$ cat config.mk
export PLATFORM = sky130hd
export DESIGN_NAME = relu_quant_pipe
export DESIGN_NICKNAME = d
export VERILOG_FILES = /design/src/rtl/relu_quant_pkg.sv /design/src/rtl/relu_quant_core.sv /design/src/rtl/relu_quant_pipe.sv
export SDC_FILE = /design/constraint.sdc
export NUM_CORES = 1
export LEC_CHECK = 0
export ABC_CLOCK_PERIOD_IN_PS = 2000
export CAP_MARGIN = 25
export CORE_UTILIZATION = 47
export CTS_BUF_LIST = sky130_fd_sc_hd__clkbuf_16
export DETAILED_ROUTE_END_ITERATION = 8
export PLACE_DENSITY_LB_ADDON = 0.12
export RECOVER_POWER = 100
export SLEW_MARGIN = 20
export SYNTH_ARGS = -nofsm -noshare
export SYNTH_HDL_FRONTEND = slang
export SYNTH_HIERARCHICAL = 1
export SYNTH_SLANG_ARGS = --single-unit
$ cat constraint.sdc
create_clock -name clk -period 2 [get_ports clk]
set_input_delay 0.6 -clock clk [delete_from_list [all_inputs] [get_ports clk]]
set_output_delay 0.6 -clock clk [all_outputs]
set_load 0.02 [all_outputs]
$ cat src/rtl/relu_quant_pkg.sv
// Shared defaults and sum-width helper for the ReLU/quantise pipeline.
package relu_quant_pkg;

  localparam int unsigned DEF_CH     = 3;
  localparam int unsigned DEF_IN_W   = 29;
  localparam int unsigned DEF_BIAS_W = 16;
  localparam int unsigned DEF_OUT_W  = 8;
  localparam int unsigned DEF_SHIFT  = 6;

  // Wide enough that CH channels plus bias can never overflow.
  function automatic int unsigned sum_width(input int unsigned in_w, input int unsigned bias_w,
                                            input int unsigned ch);
    int unsigned w;
    w = (in_w > bias_w) ? in_w : bias_w;
    return w + unsigned'($clog2(ch + 1));
  endfunction

endpackage

$ cat src/rtl/relu_quant_core.sv
// Combinational sign-extending adder over CH packed partial sums plus a bias.
module relu_quant_core
  import relu_quant_pkg::*;
#(
  parameter int unsigned CH     = DEF_CH,
  parameter int unsigned IN_W   = DEF_IN_W,
  parameter int unsigned BIAS_W = DEF_BIAS_W,
  parameter int unsigned SUM_W  = sum_width(DEF_IN_W, DEF_BIAS_W, DEF_CH)
) (
  input  logic [CH*IN_W-1:0] data,
  input  logic [BIAS_W-1:0]  bias,
  output logic [SUM_W-1:0]   sum
);

  logic [IN_W-1:0] chan;

  // Two's complement add on explicitly sign-extended operands.
  always_comb begin
    chan = '0;
    sum  = {{(SUM_W - BIAS_W){bias[BIAS_W-1]}}, bias};
    for (int c = 0; c < int'(CH); c++) begin
      chan = data[c*IN_W +: IN_W];
      sum  = sum + {{(SUM_W - IN_W){chan[IN_W-1]}}, chan};
    end
  end

endmodule

$ cat src/rtl/relu_quant_pipe.sv
// Two-stage sum + ReLU/shift quantiser with zero/clip statistics.
// Define RELU_QUANT_SAT_EN to saturate overflowing outputs instead of truncating.
module relu_quant_pipe
  import relu_quant_pkg::*;
#(
  parameter int unsigned CH     = DEF_CH,
  parameter int unsigned IN_W   = DEF_IN_W,
  parameter int unsigned BIAS_W = DEF_BIAS_W,
  parameter int unsigned OUT_W  = DEF_OUT_W,
  parameter int unsigned SHIFT  = DEF_SHIFT
) (
  input  logic                 clk,
  input  logic                 rst_n,
  input  logic                 in_valid,
  output logic                 in_ready,
  input  logic [CH*IN_W-1:0]   in_data,
  input  logic [BIAS_W-1:0]    in_bias,
  output logic                 out_valid,
  input  logic                 out_ready,
  output logic [OUT_W-1:0]     out_data,
  input  logic                 stat_clr,
  output logic [15:0]          zero_cnt,
  output logic [15:0]          clip_cnt
);

  localparam int unsigned SUM_W = sum_width(IN_W, BIAS_W, CH);

  logic             advance;
  logic             load2;
  logic             s1_valid_q;
  logic [SUM_W-1:0] sum_d, sum_q;
  logic [SUM_W-1:0] shifted;
  logic             is_pos, is_clip;
  logic             out_valid_q;
  logic [OUT_W-1:0] out_data_d, out_data_q;
  logic [15:0]      zero_cnt_d, zero_cnt_q;
  logic [15:0]      clip_cnt_d, clip_cnt_q;

  assign advance   = !out_valid_q || out_ready;
  assign load2     = advance && s1_valid_q;
  assign in_ready  = advance;
  assign out_valid = out_valid_q;
  assign out_data  = out_data_q;
  assign zero_cnt  = zero_cnt_q;
  assign clip_cnt  = clip_cnt_q;

  relu_quant_core #(
    .CH     (CH),
    .IN_W   (IN_W),
    .BIAS_W (BIAS_W),
    .SUM_W  (SUM_W)
  ) u_core (
    .data (in_data),
    .bias (in_bias),
    .sum  (sum_d)
  );

  always_comb begin
    is_pos     = !sum_q[SUM_W-1] && (|sum_q);
    shifted    = sum_q >> SHIFT;
    is_clip    = is_pos && (|shifted[SUM_W-1:OUT_W]);
    out_data_d = '0;
    if (is_pos) begin
`ifdef RELU_QUANT_SAT_EN
      out_data_d = is_clip ? '1 : shifted[OUT_W-1:0];
`else
      out_data_d = shifted[OUT_W-1:0];
`endif
    end
  end

  // Clear beats a same-cycle increment; both counters stick at all-ones.
  always_comb begin
    zero_cnt_d = zero_cnt_q;
    clip_cnt_d = clip_cnt_q;
    if (stat_clr) begin
      zero_cnt_d = '0;
      clip_cnt_d = '0;
    end else if (load2) begin
      if (!is_pos && zero_cnt_q != 16'hFFFF) zero_cnt_d = zero_cnt_q + 16'd1;
      if (is_clip && clip_cnt_q != 16'hFFFF) clip_cnt_d = clip_cnt_q + 16'd1;
    end
  end

  always_ff @(posedge clk or negedge rst_n) begin
    if (!rst_n) begin
      s1_valid_q  <= 1'b0;
      sum_q       <= '0;
      out_valid_q <= 1'b0;
      out_data_q  <= '0;
      zero_cnt_q  <= '0;
      clip_cnt_q  <= '0;
    end else begin
      if (advance) begin
        s1_valid_q  <= in_valid;
        out_valid_q <= s1_valid_q;
        if (in_valid)   sum_q      <= sum_d;
        if (s1_valid_q) out_data_q <= out_data_d;
      end
      zero_cnt_q <= zero_cnt_d;
      clip_cnt_q <= clip_cnt_d;
    end
  end

endmodule
; Word-level counts from Yosys, hierarchy flattened
; Index checks and enable logic that the tools add are counted.
[op_classes]
n_mux = 7
eq_ne = 2
n_reduce_logical = 18
addsub = 5
[ops]
columns = cell, n
row1 = 2-to-1 mux 16 bit, 6
row2 = adder 31 bit, 2
row3 = adder 16 x 1 -> 16 bit (second input constant), 2
row4 = inequality test 16 bit (second input constant), 2
row5 = OR reduction 31 bit, 1
row6 = adder 16 x 29 -> 30 bit, 1
row7 = OR reduction 17 bit, 1
row8 = 2-to-1 mux 8 bit, 1
row9 = AND reduction 2 bit, 4
row10 = nonzero test 2 bit, 3
row11 = logical AND 1 bit, 5
row12 = zero test 1 bit, 3
row13 = logical OR 1 bit, 1
[word_totals]
wordCells = 38
regBits = 73
in_bits = 108
out_inout_bits = 42

; Logic depth before layout (Yosys ltp)
; Gate-level depths: netlist of the first run.
[logic_depth]
depth_word = 7
depth_mapped = 14

; Cells and area by module
; The synthesis of the first run kept the hierarchy.
[by_module_without_submodules]
columns = module, instances, area_each_um2, cells_per_inst, seq_area_each_um2
row1 = relu_quant_core, 1, 3533.4, 457, 0.0
row2 = relu_quant_pipe, 1, 3403.3, 299, 1826.8

; Worst setup path before layout of the first run
; OpenSTA, ideal clock, no wires.
[synth_path]
kind = input -> register
startpoint = input port in_bias[15]
endpoint = register sum_q[25]
arrival_ns = 3.631
path_buffers = 1
cell_stages = 13
path_slack_ns = -1.755
setup_time_ns = 0.125
cell_sequence = inv_1 fa_1 inv_1 ha_1 buf_8 and3_4 and2_2 a221oi_1 o21ai_2 a31o_4 a21oi_2 xnor2_1 mux2_2
[synth_between]
elab_chain_len = 3
[synth_rtl]
columns = element, line
row1 = start: declaration, relu_quant_pipe.sv:17  ; input logic [BIAS_W-1:0] in_bias,
row2 = adder 16 x 29 -> 30 bit, relu_quant_core.sv:23  ; sum = sum + {{(SUM_W - IN_W){chan[IN_W-1]}}, chan};
row3 = adder 31 bit (2 in a row), relu_quant_core.sv:23
row4 = via sum_d[25], relu_quant_pipe.sv:31  ; logic [SUM_W-1:0] sum_d, sum_q;
row5 = end signal: assignment, relu_quant_pipe.sv:97  ; if (in_valid) sum_q <= sum_d;
row6 = end: declaration, relu_quant_pipe.sv:31
; The timed path passes the listed nets, and every way through them passes these cells.
; A chain may end at the register's enable or synchronous reset.

; Final worst setup path of the first run
[layout_path]
startpoint = input port in_data[59]
endpoint = register sum_q[29]
[layout_between]
elab_chain_len = 1
[layout_rtl]
columns = element, line
row1 = start: declaration, relu_quant_pipe.sv:16  ; input logic [CH*IN_W-1:0] in_data,
row2 = adder 31 bit, relu_quant_core.sv:23
row3 = via sum_d[29], relu_quant_pipe.sv:31
; The timed path passes the listed nets, and every way through them passes these cells.

==> reports/qor.txt, run 1 <==
CP Data Required Time: 2220 ps
CP max FO: 3
IO Pins: 150
Syn Nets: 955
Met2 usage: 0.491
Critical-path cell list: buf_6, fa_1, fa_1, ha_2, inv_2, fa_2, nor2b_4, o31a_1, buf_4, o41ai_4, o21ai_2, a31o_4, a21oi_2, xnor2_1, mux2_4
Sequential share of the synthesized area: 0.263
Worst Hold Class: reg2reg
Share of cells above drive strength 1: 0.463
FF/Latch Area: 1830 sq um
DR pass1 iterations: 6
Ys Warns: 6
GPL Wtd Cong: 0.857
Maximum clock path buffer count: 2
Gr ovfl total: 0
Library cells used by synthesis: 67
Slowest cell on crit path: fa_1
DP HPWL: 13300 microns
Layout Cells excl Fill: 1261
Vias per inst: 5.41
FMAX: 0.278 GHz
Crit path arrival time: 3810 ps
Final hold vios: 0
Post-DRT Antenna Nets: 0
# clock sinks: 73
Setup ws final: -1590 ps
Cts bufs inserted: 9
R2R Path Start: zero_cnt[1]$_DFFE_PN0P_
Met1 usage: 0.304
Avg Inst Size Synth: 9.18 sq um
Status: complete, but fails checks
Core area: 14500 sq um
First DRT Iteration DRCs: 395
Crit Reg-Reg Endpoint: zero_cnt[15]$_DFFE_PN0P_
DP Worst Slack: -2420 ps
GR Util met3: 0.0351
Main synth FF type: dfrtp_1
Largest net degree at the start of global routing: 74
Die area: 15200 sq um
Fillers: 1012
Max Cap Viol: 0
Placed Area: 9670 sq um
Hold path cells: 1
Period utilisation layout: 1.80
Clock root cell: clkbuf_16
Flop-to-flop setup slack: -50 ps
CP Capture Type: flop
CTS Hold Bufs: 0
Worst Setup Path Type: in2reg
Synth Instances: 756
Clk_lat worst skew: 330 ps
Initial antenna violation count: 0
FFs w/ async S/R, synth: 1.00
WL final: 20300 microns
Total count of max-transition violations in the final report: 0
Vias in the first global route: 7002
R2R depth: 6
Critical Path Max Stage Delay: 550 ps
Die Width: 123 microns
Leak pwr: 5.28 nW
GRT Max-Usage Layer: met2
Die height: 123 microns
PwrDens: 1090 nW/um^2
Violated checks: setup timing
Startpoint Class: input pin
# DRC: 0
Final Critical Period: 3590 ps
Area of the multi-input gates: 5580 sq um
WL per Instance: 16.1 microns
Worst setup path endpoint: sum_q[29]$_DFFE_PN0P_
Crit path launch: in_data[59]
Total Routing Usage GR: 0.259
CTS H-tree depth: 3
Beginning of the worst hold path: sum_q[12]$_DFFE_PN0P_
Final nets: 1271
Peak supply drop: 0.547 mV
Setup violators final: 32
Seq cells post-synth: 73
Worst slew pin tran: 1010 ps
Final Instance Area: 11200 sq um
Placed cells: 1196
Clock-pin slew on the worst setup and hold paths: 60 ps
CP most frequent cell: fa_1
Port bufs: 149
Clock skew: 6.42 ps
Synthesized area: 6940 sq um
FP Rows: 44
Unrepaired setup endpoints after global routing: yes
Area grow syn2layout: 61.7%
Number of synthesized flops with an enable pin: 0
CTS tree: yes
Initial core utilization: 0.479
Slew HR: 0.328
Number of diodes: 0
Vias: 6818
First-pass GRT wire length: 31300 microns
## worst min path at each step
stage / end / slack [ps]
2_1_floorplan: clip_cnt[0]$_DFFE_PN0P_ / 300
3_3_place_gp: out_valid$_DFFE_PN0N_ / 480
3_5_place_dp: out_valid$_DFFE_PN0N_ / 490
4_1_cts: zero_cnt[12]$_DFFE_PN0P_ / 310
5_1_grt: out_data[1]$_DFFE_PN0P_ / 560
6_report: out_data[6]$_DFFE_PN0P_ / 530
## routing by layer
metal | vias up | share of wire
li1 | 3182 | -
met1 | 3371 | 0.39
met2 | 217 | 0.55
met3 | 48 | 0.042
met4 | 0 | 0.022
met5 | - | 0
## worst max-delay path, delay by kind of cell
kind / cells / cell delay (ps)
AO/OA/AOI/OAI: 5 / 1100
AND/OR/NAND/NOR: 1 / 50
buffers and inverters: 3 / 320
multiplexers: 1 / 270
adder cells (fa/ha/maj): 4 / 1400
XOR/XNOR: 1 / 80
## state kept, by name (all words and copies together) (netlist names)
name and cells:
sum_q 31, clip_cnt 16, zero_cnt 16, out_data 8, out_valid 1, s1_valid_q 1
## per-stage QoR
step / util / hold WS, ps / TNS (ps) / total power, mW
2_1_floorplan: - / 304 / -37970 / 5.62
3_3_place_gp: 0.668 / 484 / -69410 / 7.73
3_5_place_dp: 0.668 / 491 / -71890 / 7.91
4_1_cts: 0.754 / 308 / -35470 / 11.4
5_1_grt: 0.775 / 560 / -40320 / 12.9
6_report: 0.775 / 525 / -36540 / 12.2
## Yosys cell counts, types with 11 or more instances
library cell | instances | share of area
inv_1 | 162 | 0.088
dfrtp_1 | 73 | 0.26
fa_1 | 59 | 0.17
a21oi_1 | 46 | 0.033
mux2_2 | 39 | 0.063
nand2_1 | 37 | 0.020
ha_1 | 32 | 0.058
nor2_1 | 30 | 0.016
a21o_1 | 20 | 0.022
nand3_1 | 19 | 0.014
o21ai_0 | 18 | 0.013
xnor2_1 | 17 | 0.021
nor2b_1 | 12 | 0.011
or3_1 | 12 | 0.011
clkbuf_1 | 11 | 0.0060
nand4_1 | 11 | 0.0099
## power breakdown
| part | total, mW | leakage (nW) | switching [mW] | internal (mW) |
|---|---|---|---|---|
| combinational | 8.01 | 4.18 | 3.58 | 4.42 |
| clock | 1.82 | 0.164 | 0.617 | 1.21 |
| sequential | 2.39 | 0.935 | 0.484 | 1.91 |
| total | 12.2 | 5.28 | 4.68 | 7.54 |
## placed cells by master (no fill, tap or decap), drive strengths merged, types with 8 or more instances in the layout
master / netlist / routed
a21o: 21 / 21
nor2b: 13 / 13
o21ai: 23 / 23
nor2: 30 / 30
clkdlybuf4s50: 0 / 41
and2: 8 / 8
and3: 8 / 8
a22o: 9 / 9
mux2: 40 / 40
a21oi: 49 / 51
or4: 8 / 8
inv: 162 / 162
ha: 32 / 32
nand3: 19 / 19
fa: 59 / 59
nand2: 38 / 38
clkbuf: 11 / 36
dlygate4sd2: 0 / 40
buf: 9 / 210
o31ai: 9 / 9
xnor2: 17 / 17
nor4: 13 / 13
dfrtp: 73 / 73
nand4: 11 / 11
or3: 12 / 12
o211ai: 8 / 8
## cell families (layout without fill, tap and decap cells)
kind of cell    after synthesis  count (layout)  share of synthesized area
simple gates                190             190                      0.154
buf+inv                     182             501                      0.103
mux                          42              42                     0.0678
flops                        73              73                      0.263
fa+ha+maj                    91              91                      0.228
xor+xnor                     24              24                     0.0303
compound gates              154             156                      0.153
## what timing repair did
| action | in CTS | in global routing |
|---|---|---|
| setup endpoints to repair | 70 | 63 |
| cloned | 1 | 2 |
| gates resized for setup | 454 | 74 |
| buffers inserted | 32 | 19 |
| pin swaps | 169 | 59 |
## cell type report
| class | count | area share |
|---|---|---|
| tap | 184 | 0.0205 |
| timing repair buffer | 323 | 0.234 |
| inverter | 162 | 0.0552 |
| clock buffer | 9 | 0.0201 |
| sequential | 73 | 0.163 |
| clock inverter | 7 | 0.00982 |
| multi-input combinational | 503 | 0.498 |
No activity file was read; power rests on OpenSTA's default activity.
==> inputs of run 2 (changes only) <==
--- a/config.mk
+++ b/config.mk
@@ -5,11 +5,13 @@
 export SDC_FILE = /design/constraint.sdc
 export NUM_CORES = 1
 export LEC_CHECK = 0
+export ABC_AREA = 1
 export ABC_CLOCK_PERIOD_IN_PS = 2000
 export CAP_MARGIN = 25
-export CORE_UTILIZATION = 47
+export CORE_UTILIZATION = 60
 export CTS_BUF_LIST = sky130_fd_sc_hd__clkbuf_16
 export DETAILED_ROUTE_END_ITERATION = 8
+export DONT_BUFFER_PORTS = 1
 export PLACE_DENSITY_LB_ADDON = 0.12
 export RECOVER_POWER = 100
 export SLEW_MARGIN = 20
==> reports/qor.txt, run 2 <==
Status: complete, but fails checks
Violated checks: DRC, hold timing, setup timing
DP HPWL: 13900 microns
Gr ovfl total: 0
Seq cells post-synth: 73
WL per Instance: 14.7 microns
Library cells used by synthesis: 37
DR pass1 iterations: 7
Biggest register: sum_q
Core area: 12600 sq um
R2R Path Start: zero_cnt[0]$_DFFE_PN0P_
First-pass GRT wire length: 30400 microns
Crit path arrival time: 3320 ps
Layout Cells excl Fill: 1397
Ys Warns: 6
Maximum clock path buffer count: 2
Synth area leader: dfrtp_1
Vias in the first global route: 7030
CP Capture Type: flop
Most common cell after layout, fill and taps aside: inv_1
Syn Nets: 1318
Max reg flops: 31
Avg Inst Size Synth: 6.90 sq um
CTS tree: yes
Sequential share of the synthesized area: 0.237
Clock skew: 9.20 ps
Post-DRT Antenna Nets: 0
Die area: 13300 sq um
FFs w/ async S/R, synth: 1.00
Placed cells: 1364
# clock sinks: 73
GPL Wtd Cong: 0.932
Leak pwr: 5.41 nW
Worst hold-check slack: -41.7 ps
Synth Instances: 1119
Fillers: 832
Final hold vios: 73
PwrDens: 1080 nW/um^2
Share of cells above drive strength 1: 0.290
Cell with the most instances after synthesis: nand2_1
Reg power frac: 0.207
Clk_lat worst skew: 330 ps
Commonest cells post-synth: 302 x nand2_1, 289 x inv_1, 110 x nor2_1, 73 x dfrtp_1, 72 x nand3_1
Initial antenna violation count: 0
Final nets: 1419
Area grow syn2layout: 30.9%
Worst Setup Path Type: in2reg
Setup ws final: -1100 ps
Total Routing Usage GR: 0.285
Period utilisation layout: 1.55
Flop-to-flop setup slack: 60 ps
Die height: 115 microns
Number of diodes: 0
Clk network pwr share: 0.157
Switching power: 4.91 mW
Switching Share: 0.449
CP max FO: 3
Die Width: 115 microns
CP Data Required Time: 2220 ps
Slowest cell on crit path: fa_1
Unrepaired setup endpoints after global routing: yes
Cts bufs inserted: 9
Most frequent cells in the layout: 238 x inv_1, 229 x nand2_1, 95 x nor2_1
Clock root cell: clkbuf_16
Slew HR: 0.557
Setup Total Neg Slack: -24450 ps
Setup violators final: 29
Initial core utilization: 0.614
Share of the synthesized area in the top cell type: 0.237
Startpoint Class: input pin
Synth top area cells: dfrtp_1 24%, fa_1 15%, nand2_1 15%
Final Critical Period: 3100 ps
First DRT Iteration DRCs: 520
CTS H-tree depth: 3
Main synth FF type: dfrtp_1
Synthesized area: 7720 sq um
Total count of max-transition violations in the final report: 0
Number of synthesized flops with an enable pin: 0
Vias per inst: 5.29
WP buf/inv: 2
FP Rows: 41
Vias: 7388
Crit Reg-Reg Endpoint: zero_cnt[11]$_DFFE_PN0P_
IO Pins: 150
Clock-pin slew on the worst setup and hold paths: 60 ps
Logic gate share of total power: 0.635
Max Cap Viol: 0
Critical Path Max Stage Delay: 550 ps
Internal power: 6.03 mW
Largest net degree at the start of global routing: 74
FMAX: 0.323 GHz
CP delay by family, top: adder cells
Peak supply drop: 0.494 mV
Port bufs: 0
Worst slew pin tran: 664 ps
R2R depth: 10
Worst Hold Class: in2async
Critical-path cell list: fa_1, fa_1, ha_2, inv_2, fa_2, inv_2, nand3_2, nand3_2, nand2_2, a21oi_2, nor2_1, nand2_1, nand2_1, mux2_2
WL final: 20500 microns
# DRC: 2
## run 2: worst max-delay path by stage
| stage | from | cells past startpoint | end |
|---|---|---|---|
| after global placement | in_data[1] | 14 | sum_q[29]$_DFFE_PN0P_ |
| after floorplan | in_data[1] | 14 | sum_q[29]$_DFFE_PN0P_ |
| after detailed placement | in_data[3] | 13 | sum_q[15]$_DFFE_PN0P_ |
| final | in_data[1] | 14 | sum_q[17]$_DFFE_PN0P_ |
| after CTS | in_data[1] | 11 | sum_q[15]$_DFFE_PN0P_ |
| after global routing | in_data[1] | 14 | sum_q[17]$_DFFE_PN0P_ |
## run 2: per-layer routing
layer / vias up / GRT usage / share of wire
li1: 3553 / - / -
met1: 3465 / 0.341 / 0.40
met2: 290 / 0.518 / 0.51
met3: 80 / 0.0397 / 0.052
met4: 0 / 0.107 / 0.041
met5: - / 0 / 0
## run 2: per-stage QoR
step / setup WS, ps / total power [mW] / utilization / area [sq um]
CTS: -884 / 9.91 / 0.774 / 9730
global placement: -1180 / 7.48 / 0.720 / 9050
floorplan: -1130 / 6.09 / - / 8220
global route: -1190 / 11.7 / 0.804 / 10100
detailed placement: -1230 / 7.64 / 0.720 / 9050
finish: -1100 / 10.9 / 0.804 / 10100
## run 2: cell families after synthesis
group | synth area share
DFF | 0.237
muxes | 0.0321
AOI/OAI and AO/OA | 0.0405
buffers and inverters | 0.153
and+or+nand+nor | 0.298
adders and majority gates | 0.205
xor gates and xnor gates | 0.0352
## run 2: final cells by class
class | instances | area [sq um] | area share
timing repair buffer | 107 | 761 | 0.0753
inverter | 291 | 1180 | 0.116
sequential | 73 | 1830 | 0.181
clock buffer | 9 | 225 | 0.0223
multi-input combinational | 738 | 5810 | 0.575
clock inverter | 7 | 93.8 | 0.00928
tap | 172 | 215 | 0.0213
## run 2: repair_timing
action,in CTS,in global routing
hold endpoints to repair,73,73
pin swaps,70,81
setup endpoints to repair,45,29
gates resized for setup,103,115
buffers inserted,11,9
## run 2: power groups by stage
stage	clock network, mW	logic [mW]	registers, mW
finish	1.72	6.96	2.27
global route	1.82	7.53	2.31
CTS	1.74	5.92	2.25
detailed placement	0	5.37	2.27
global placement	0	5.23	2.25
floorplan	0	3.87	2.23
==> inputs of run 3 (changes only) <==
--- a/config.mk
+++ b/config.mk
@@ -8,7 +8,7 @@
 export ABC_AREA = 1
 export ABC_CLOCK_PERIOD_IN_PS = 2000
 export CAP_MARGIN = 25
-export CORE_UTILIZATION = 60
+export CORE_UTILIZATION = 25
 export CTS_BUF_LIST = sky130_fd_sc_hd__clkbuf_16
 export DETAILED_ROUTE_END_ITERATION = 8
 export DONT_BUFFER_PORTS = 1
==> reports/qor.txt, run 3 (synthesis gave the netlist of run 2 again) <==
Die area: 31600 sq um
Startpoint Class: input pin
Vias per inst: 4.22
Worst hold-check slack: -51.9 ps
Vias: 6867
FP Rows: 63
Final nets: 1434
Biggest register: sum_q
Total Routing Usage GR: 0.134
FMAX: 0.348 GHz
IO Pins: 150
Max reg flops: 31
Final hold vios: 73
DP Worst Slack: -1290 ps
DP HPWL: 16600 microns
CTS tree: yes
Core area: 30000 sq um
CP Data Required Time: 2230 ps
PwrDens: 1020 nW/um^2
Slew HR: 0.598
Fillers: 3253
Largest net degree at the start of global routing: 74
First DRT Iteration DRCs: 293
Share of cells above drive strength 1: 0.304
Cts bufs inserted: 9
Power, Total: 10.7 mW
Die height: 178 microns
Post-DRT Antenna Nets: 0
Clock root cell: clkbuf_16
Status: complete, but fails checks
Most common cell after layout, fill and taps aside: inv_1
Flop-to-flop setup slack: 100 ps
Unrepaired setup endpoints after global routing: yes
Die Width: 178 microns
# clock sinks: 73
Number of diodes: 0
Peak supply drop: 0.427 mV
Vias in the first global route: 6735
Violated checks: hold timing, setup timing
Clock skew: 6.37 ps
CP max FO: 4
Period utilisation layout: 1.44
Maximum clock path buffer count: 2
# DRC: 0
WL per Instance: 12.5 microns
Crit path arrival time: 3100 ps
Worst Setup Path Type: in2reg
WL final: 20300 microns
First-pass GRT wire length: 33800 microns
Area grow syn2layout: 35.8%
Worst slew pin tran: 603 ps
Initial antenna violation count: 0
GPL Wtd Cong: 0.832
Worst Hold Class: in2async
Port bufs: 0
Setup ws final: -875 ps
Clock-pin slew on the worst setup and hold paths: 60 ps
Leak pwr: 5.45 nW
Max Cap Viol: 0
Setup violators final: 29
DR pass1 iterations: 5
CP Capture Type: flop
Most frequent cells in the layout: 239 x inv_1, 224 x nand2_1, 92 x nor2_1
Final Critical Period: 2870 ps
Clk_lat worst skew: 340 ps
Gr ovfl total: 0
Initial core utilization: 0.257
CTS H-tree depth: 3
Total count of max-transition violations in the final report: 0
run 3: cell types whose count changed in the layout (fill, tap and decap cells not counted), moves of 3 or more:
cell      before  now
nand3_2       15   11
fa_1          54   50
nand2_2       54   59
fa_2           5    9
inv_2         37   42
nand2_1      229  224
nand3_4        8   11
nor2_1        95   92
clkbuf_1      27   30
inv_8          9    4
buf_4         64   73
buf_12         1    4
run 3: timing repair:
action,4_1_cts,5_1_grt
pin swaps,73,61
resized for setup,133,82
hold endpoints to repair,73,73
endpoints found under the setup margin,29,37
setup buffers,10,7
run 3: final timing paths:
check | start | end | cells past startpoint
worst min-delay path | rst_n | zero_cnt[3]$_DFFE_PN0P_ | 0
worst max-delay path | in_data[11] | sum_q[25]$_DFFE_PN0P_ | 13
worst max register to register | clip_cnt[8]$_DFFE_PN0P_ | clip_cnt[7]$_DFFE_PN0P_ | 10
worst min register to register | s1_valid_q$_DFFE_PN0N_ | out_valid$_DFFE_PN0N_ | 2
min in group clk | stat_clr | zero_cnt[5]$_DFFE_PN0P_ | 3
max in group asynchronous | rst_n | clip_cnt[11]$_DFFE_PN0P_ | 0
run 3: critical path, stage by stage:
cell	delay [ps]
inv_1	30
fa_1	480
fa_1	510
inv_2	50
ha_4	300
nand2_2	90
nor2_1	300
nand2_1	160
nor2_1	140
nand2_2	70
nand4_1	60
nand2_1	50
mux2_2	250
run 3: layout make-up:
class                           instances  area (sq um)  area share
Clock buffer                            9           225      0.0215
Clock inverter                          6          60.1     0.00573
Inverter                              291          1140       0.108
Multi-Input combinational cell        738          5840       0.557
Sequential cell                        73          1830       0.174
Tap cell                              390           488      0.0465
Timing Repair Buffer                  122           906      0.0864
run 3: report_power, final:
part	total [mW]	internal (mW)	switching, mW
clock	1.59	0.952	0.640
sequential	2.26	1.90	0.366
combinational	6.87	3.16	3.71
total	10.7	6.01	4.72
run 3: stage by stage:
step | std cells | TNS [ps] | cell area, sq um | util
floorplan | 1119 | -25870 | 8220 | -
global placement | 1596 | -34170 | 9450 | 0.315
detailed placement | 1597 | -32330 | 9460 | 0.315
CTS | 1622 | -20890 | 10300 | 0.343
global route | 1629 | -26330 | 10500 | 0.349
finish | 1629 | -21210 | 10500 | 0.349
run 3: metal layers:
| metal | vias to the layer above | routed length [microns] | part of all wire | global-route usage |
|---|---|---|---|---|
| met3 | 17 | 982 | 0.048 | 0.0263 |
| met1 | 3133 | 10000 | 0.49 | 0.186 |
| met4 | 0 | 263 | 0.013 | 0.0345 |
| met5 | - | 0 | 0 | 0 |
| li1 | 3574 | - | - | - |
| met2 | 143 | 9020 | 0.44 | 0.212 |
